--- config.mk ---
export PLATFORM = sky130hd
export DESIGN_NAME = hdmi_cfg_sequencer
export DESIGN_NICKNAME = d
export VERILOG_FILES = /design/src/rtl/hdmi_cfg_sequencer.sv
export SDC_FILE = /design/constraint.sdc
export NUM_CORES = 1
export LEC_CHECK = 0
export CAP_MARGIN = 30
export CORE_MARGIN = 2
export CORE_UTILIZATION = 52
export DETAILED_ROUTE_END_ITERATION = 8
export PLACE_DENSITY_LB_ADDON = 0.05
export SLEW_MARGIN = 20
export SYNTH_ARGS = -nofsm -noshare
export SYNTH_HDL_FRONTEND = slang
export SYNTH_SLANG_ARGS = --single-unit
--- constraint.sdc ---
create_clock -name iCLK -period 2.1 [get_ports iCLK]
set_input_delay 0.42 -clock iCLK [delete_from_list [all_inputs] [get_ports iCLK]]
set_output_delay 0.42 -clock iCLK [all_outputs]
set_load 0.01 [all_outputs]
--- src/rtl/hdmi_cfg_sequencer.sv ---
// HDMI transmitter set-up sequencer: walks a (register, data) table through an I2C
// byte-write master, retries NACKs and reruns the table after a debounced hot-plug interrupt.
module hdmi_cfg_sequencer #(
   parameter int unsigned TBL_LEN   = 31,
   parameter logic [7:0]  DEV_ADDR  = 8'h72,
   parameter int unsigned MAX_RETRY = 3,
   parameter int unsigned PWR_DLY   = 50000,
   parameter int unsigned INT_DEB   = 50000
) (
   input  logic        iCLK,
   input  logic        iRST_N,
   input  logic        iHDMI_INT,
   output logic [7:0]  oTBL_ADDR,
   input  logic [15:0] iTBL_DATA,
   output logic        oI2C_REQ,
   output logic [7:0]  oI2C_DEV,
   output logic [7:0]  oI2C_REG,
   output logic [7:0]  oI2C_DATA,
   input  logic        iI2C_DONE,
   input  logic        iI2C_NACK,
   output logic        oBUSY,
   output logic        oCFG_DONE,
   output logic        oCFG_ERR
);

   // state      | meaning
   // PWR_WAIT   | power-up delay after reset
   // FETCH      | table address presented to the ROM
   // LOAD       | ROM word captured into the write registers
   // REQ        | write requested, waiting for done
   // RETRY      | one idle cycle between a NACK and the re-request
   // NEXT       | advance to the next entry or finish
   // CFG_OK     | whole table written
   // ERR        | an entry ran out of retries
   typedef enum logic [2:0] {
      S_PWR_WAIT = 3'd0,
      S_FETCH    = 3'd1,
      S_LOAD     = 3'd2,
      S_REQ      = 3'd3,
      S_RETRY    = 3'd4,
      S_NEXT     = 3'd5,
      S_CFG_OK   = 3'd6,
      S_ERR      = 3'd7
   } state_t;

   localparam int unsigned PW = (PWR_DLY > 1)   ? $clog2(PWR_DLY)     : 1;
   localparam int unsigned DW = $clog2(INT_DEB + 1);
   localparam int unsigned RW = (MAX_RETRY > 0) ? $clog2(MAX_RETRY + 1) : 1;

   localparam logic [PW-1:0] PWR_LAST  = PW'(PWR_DLY - 1);
   localparam logic [DW-1:0] DEB_LAST  = DW'(INT_DEB - 1);
   localparam logic [DW-1:0] DEB_SAT   = DW'(INT_DEB);
   localparam logic [RW-1:0] RETRY_MAX = RW'(MAX_RETRY);
   localparam logic [7:0]    TBL_LAST  = 8'(TBL_LEN - 1);

   state_t        state, state_nxt;
   logic [PW-1:0] pwr_cnt;
   logic [DW-1:0] deb_cnt;
   logic [RW-1:0] retry;
   logic [7:0]    idx;
   logic [7:0]    reg_q, data_q;
   logic          int_s1, int_s2;
   logic          pending;
   logic          int_evt;
   logic          consume;

   // Counter saturates at INT_DEB so a long low period yields a single event.
   always_ff @(posedge iCLK) begin
      if (!iRST_N) begin
         int_s1  <= 1'b1;
         int_s2  <= 1'b1;
         deb_cnt <= '0;
      end else begin
         int_s1 <= iHDMI_INT;
         int_s2 <= int_s1;
         if (int_s2)
            deb_cnt <= '0;
         else if (deb_cnt != DEB_SAT)
            deb_cnt <= deb_cnt + DW'(1);
      end
   end

   assign int_evt = !int_s2 && (deb_cnt == DEB_LAST);
   assign consume = pending && ((state == S_CFG_OK) || (state == S_ERR));

   always_ff @(posedge iCLK) begin
      if (!iRST_N) begin
         state <= S_PWR_WAIT;
      end else begin
         state <= state_nxt;
      end
   end

   always_ff @(posedge iCLK) begin
      if (!iRST_N) begin
         pwr_cnt <= '0;
         retry   <= '0;
         idx     <= '0;
         reg_q   <= '0;
         data_q  <= '0;
         pending <= 1'b0;
      end else begin
         if (int_evt)
            pending <= 1'b1;
         else if (consume)
            pending <= 1'b0;

         if ((state == S_PWR_WAIT) && (pwr_cnt != PWR_LAST))
            pwr_cnt <= pwr_cnt + PW'(1);

         case (state)
            S_LOAD: begin
               reg_q  <= iTBL_DATA[15:8];
               data_q <= iTBL_DATA[7:0];
               retry  <= '0;
            end
            S_REQ: begin
               if (iI2C_DONE && iI2C_NACK && (retry != RETRY_MAX))
                  retry <= retry + RW'(1);
            end
            S_NEXT: begin
               if (idx != TBL_LAST)
                  idx <= idx + 8'd1;
            end
            S_CFG_OK, S_ERR: begin
               if (pending)
                  idx <= '0;
            end
            default: ;
         endcase
      end
   end

   always_comb begin
      state_nxt = state;
      oI2C_REQ  = 1'b0;
      oBUSY     = 1'b1;
      oCFG_DONE = 1'b0;
      oCFG_ERR  = 1'b0;
      case (state)
         S_PWR_WAIT: if (pwr_cnt == PWR_LAST) state_nxt = S_FETCH;
         S_FETCH:    state_nxt = S_LOAD;
         S_LOAD:     state_nxt = S_REQ;
         S_REQ: begin
            oI2C_REQ = 1'b1;
            if (iI2C_DONE) begin
               if (!iI2C_NACK)
                  state_nxt = S_NEXT;
               else if (retry == RETRY_MAX)
                  state_nxt = S_ERR;
               else
                  state_nxt = S_RETRY;
            end
         end
         S_RETRY:    state_nxt = S_REQ;
         S_NEXT:     state_nxt = (idx == TBL_LAST) ? S_CFG_OK : S_FETCH;
         S_CFG_OK: begin
            oBUSY     = 1'b0;
            oCFG_DONE = 1'b1;
            if (pending) state_nxt = S_FETCH;
         end
         S_ERR: begin
            oBUSY    = 1'b0;
            oCFG_ERR = 1'b1;
            if (pending) state_nxt = S_FETCH;
         end
         default:    state_nxt = S_PWR_WAIT;
      endcase
   end

   assign oTBL_ADDR = idx;
   assign oI2C_DEV  = DEV_ADDR;
   assign oI2C_REG  = reg_q;
   assign oI2C_DATA = data_q;

endmodule

# Yosys cells after proc, flatten, opt, wreduce, memory -nomap -nowiden

Index checks and enable logic that the tools add are counted.
W data, S select, Z words.

Register bits after elaboration: 64
Bits of input ports: 21

Bitwise logic cells: 1
Add/subtract/negate cells: 4
Eq/ne operators: 20
Mux-type cells: 18
Reduce and logical (&&, ||, !) cells: 17

Operator list:

| cell                    | number |
|---|---|
| $add A16 B1 Y16 const B | 2 |
| $eq A16 B16 Y1 const B  | 2 |
| $ne A16 B16 Y1 const B  | 2 |
| $pmux W3 S6             | 1 |
| $mux W8                 | 2 |
| $pmux W8 S2             | 1 |
| $eq A3 B3 Y1 const B    | 4 |
| $mux W3                 | 4 |
| $add A8 B1 Y8 const B   | 1 |
| $eq A8 B5 Y1 const B    | 1 |
| $ne A2 B2 Y1 const B    | 4 |
| $ne A8 B5 Y1 const B    | 1 |
| $eq A3 B2 Y1 const B    | 2 |
| $mux W1                 | 6 |
| $mux W2                 | 3 |
| $reduce_and A3 Y1       | 2 |
| $reduce_bool A2 Y1      | 3 |
| $reduce_or A2 Y1        | 3 |
| $logic_and A1 B1 Y1     | 5 |
| $ne A2 B1 Y1 const B    | 2 |
| $pmux W2 S2             | 1 |
| $eq A3 B1 Y1 const B    | 1 |
| $logic_not A3 Y1        | 1 |
| $add A2 B1 Y2 const B   | 1 |
| 5 further kinds         | 5 |

# Depth between registers and ports, before layout

Depth in word-level cells: 5
Mapped depth: 7
Depth with buffers taken out: 6

# Least setup slack after synthesis

No wires, ideal clock.

Path type: reg-to-reg
Start point: register pwr_cnt[11]
End point: register pwr_cnt[1]
Data arrival time: 1.595 ns
Period minus slack after synthesis: 1.732 ns
Required time: 1.964 ns
Buffers on the path: 2
Library setup time: 0.136 ns
Cell stages (with the launch flop): 7
Slack: 0.368 ns
Cell sequence: dfxtp_1 or4b_4 nor4_4 buf_6 buf_12 nand3b_1 a21oi_2

Word-level cells in the longest chain between the ends: 2

RTL lines:

| element                  | RTL line | RTL |
|---|---|---|
| start: declaration       | 57       | `logic [PW-1:0] pwr_cnt;` |
| start signal: assignment | 109      | `pwr_cnt <= pwr_cnt + PW'(1);` |
| $ne A16 B16 Y1           | 108      | `if ((state == S_PWR_WAIT) && (pwr_cnt != PWR_LAST))` |
| $logic_and A1 B1 Y1      | 108      |  |

Every way passes these cells.
A chain may end at the register's enable or synchronous reset.

# Final worst setup path

Start point: register state[2]
End point: output port oI2C_REQ

Word-level cells in the longest chain between the ends: 2

RTL lines:

| element                  | RTL line | RTL |
|---|---|---|
| start: declaration       | 56       | `state_t state, state_nxt;` |
| start signal: assignment | 90       | `state <= state_nxt;` |
| $eq A3 B2 Y1             | 140      | `case (state)` |
| $mux W1                  | 140      |  |
| end: declaration         | 15       | `output logic oI2C_REQ,` |

Every way passes these cells.

==> out/metrics.cfg <==
[timing]
tightest_slew_ps = 621
drv_slew = 0
final-setup-viol-count = 0
fmax_mhz = 501
tns_ps = 0
finalCritPeriodShare = 0.950
finalHoldViolations = 0
fin_crit_ps = 2000
skew_ps = 9.41
slew_headroom = 0.586
rsz0062_at_grt = false

[die]
core_area_sq_um = 5890
die_height_microns = 81.8
io_pins = 57
dieArea_sq_um = 6690
row_count = 28
start_util = 0.535
die_x_microns = 81.8

[layout]
drive_gt1_frac = 0.115
fillCellCount = 518
final_common_cell = dfxtp_1
final_cell_mix = dfxtp_1 (61), nand2_1 (49), clkdlybuf4s50_1 (48)
fin_cells = 494
num_antenna_cells = 0
stdcell_area_sq_um = 3830
syn_to_final_growth_pct = 21.7
fin_nets = 441

[worst_hold_path]
min_from = int_s1$_SDFF_PN1_
hp-class = reg2reg

[grt]
use_met2 = 0.307
first_global_vias = 2335
met1_usage = 0.297
antenna_found_initial = 0
grt_usage = 0.209
met3_usage = 0.0473
grt_pass1_wl_microns = 10900
busiest_layer = met2
grt_overflow = 0
grt_max_degree = 22

[synthesis]
synth_top_area_cell = dfxtp_1
ys_ff_latch = 64
yosys_warnings = 0
seq_area_frac_synth = 0.407
synthDistinctLibCells = 57
synth_ff_type = dfxtp_1
avgSynthCellArea_sq_um = 8.53
yosys-top-cells-area = dfxtp_1 (41%), nand2_1 (6.0%), a21oi_1 (5.4%)
synth_edf_count = 0
synth_top_area_share = 0.407
synthCells = 369
ys_async_sr_fraction = 0
synth_area_sq_um = 3150

[critical_path]
cpLargestDelayFamily = buffers and inverters
required_ps = 1680
end_kind = output port
crit_chain = nand3b_1 -> inv_1 -> clkdlybuf4s50_1
cp-start-kind = register
max_stage_delay_ps = 540
crit_start = state[2]$_SDFFE_PN0P_
crit_arrival_ps = 1580
r2r-start = oTBL_ADDR[0]$_SDFFE_PN0P_
criticalPathCategory = reg2out
critPathMaxFanout = 7
path_buf_inv = 2
cpMaxStageDelayCell = clkdlybuf4s50_1

[outcome]
status = complete, no violations

[place]
io_buffers = 48
postPlaceCellArea_sq_um = 3630
gp_congestion = 0.844
dp_hpwl_microns = 4690
dpl.cell_count = 477

[route]
drcViolationCount = 0
vias = 2799
drt-wirelength-per-cell_microns = 13.7
detail-route-antenna-nets = 0
totalWireLength_microns = 6760
drt_first_pass_iters = 4
drt_iter0_markers = 168
avgViaCountPerCell = 5.67

[clocking]
cts_sinks = 64
clk_pin_slew_ps = 70
cts_buffer_depth = 2
cts_made_buffers = 9
clock_latency_ps = 340
cts_max_level = 3
hold_buffers = 0
cts_tree = done
cts_root_buf = clkbuf_8

[flow_run]
cap_viol_max_count = 0

[power_and_ir_drop]
p_per_area_nw_per_um2 = 595
ir_drop_uv = 396
p_leak_nw = 1.27

==> final timing paths <==
| check | slack (ps) | endpoint | cells past startpoint |
|---|---|---|---|
| setup / recovery | 100 | oI2C_REQ | 3 |
| hold / removal | 420 | int_s2$_SDFF_PN1_ | 1 |
| setup reg to reg | 180 | oTBL_ADDR[6]$_SDFFE_PN0P_ | 6 |
| hold reg to reg | 420 | int_s2$_SDFF_PN1_ | 1 |
==> state kept, by name, indices dropped and copies added, names as in the netlist <==
register,flops
pwr_cnt,16
state,3
oI2C_REG,8
deb_cnt,16
pending,1
int_s1,1
int_s2,1
oI2C_DATA,8
oTBL_ADDR,8
retry,2
==> final cells by class <==
cell class	count	area (sq um)	area share
multi-input combinational	271	1680	0.437
sequential	64	1290	0.336
clock inverter	5	31.3	0.00816
clock buffer	11	151	0.0395
inverter	10	37.5	0.00979
timing repair buffer	58	556	0.145
tap	75	93.8	0.0245
==> layer usage <==
metal	part of all wire	wire [microns]	vias to the layer above
li1	-	-	1411
met5	0	0	-
met1	0.52	3490	1317
met3	0.043	291	7
met4	0.0083	56	0
met2	0.43	2930	64
==> kinds of logic (layout without fill, tap and decap cells) <==
| group | after synthesis | in the layout | share of synthesized area |
|---|---|---|---|
| other | 2 | 8 | 0.00239 |
| multiplexers | 3 | 3 | 0.00954 |
| XOR/XNOR | 11 | 11 | 0.0306 |
| buffers and inverters | 40 | 84 | 0.0688 |
| AND/OR/NAND/NOR | 158 | 158 | 0.282 |
| flip-flops | 64 | 64 | 0.407 |
| AO/OA/AOI/OAI | 85 | 85 | 0.176 |
| adder cells (fa/ha/maj) | 6 | 6 | 0.0238 |
==> synth_stat cells (all sizes together), types with 4 or more instances <==
cell / number
a21oi: 42
and3: 6
and4: 4
buf: 16
clkbuf: 14
dfxtp: 64
ha: 6
inv: 10
nand2: 50
nand2b: 8
nand3: 13
nand3b: 5
nand4: 12
nor2: 19
nor3b: 5
nor4: 5
o21ai: 13
o31ai: 11
or3: 8
or4: 9
xnor2: 4
xor2: 7
==> report_power, final <==
group	total, mW	switching [mW]	internal, mW
clock network	0.963	0.475	0.488
logic	0.0914	0.0431	0.0483
registers	1.22	0.00562	1.22
total	2.28	0.524	1.76
==> stage by stage <==
stage	power, mW	hold WS, ps	utilization	worst slack, ps
finish	2.28	421	0.651	105
global route	2.36	444	0.651	5.44
CTS	2.30	424	0.649	38.7
detailed placement	1.34	400	0.617	222
global placement	1.34	389	0.617	225
floorplan	1.30	386	-	368
==> repair_timing <==
| action | 4_1_cts | 5_1_grt |
|---|---|---|
| endpoints found under the setup margin | 3 | 2 |
| setup buffers | 0 | 1 |
| endpoints found under the hold margin | 0 | 0 |
| cloned | 0 | 0 |
| resized for setup | 4 | 1 |
| pin swaps | 0 | 1 |
==> worst reg2reg max path, cell delays in order (launching register included) <==
cell and delay, ps:
dfxtp_1 400, inv_1 100, ha_1 200, nor4b_1 160, a21oi_1 500, a41oi_1 200, a311oi_1 270
Note: power is estimated with default switching activity, not from simulation.
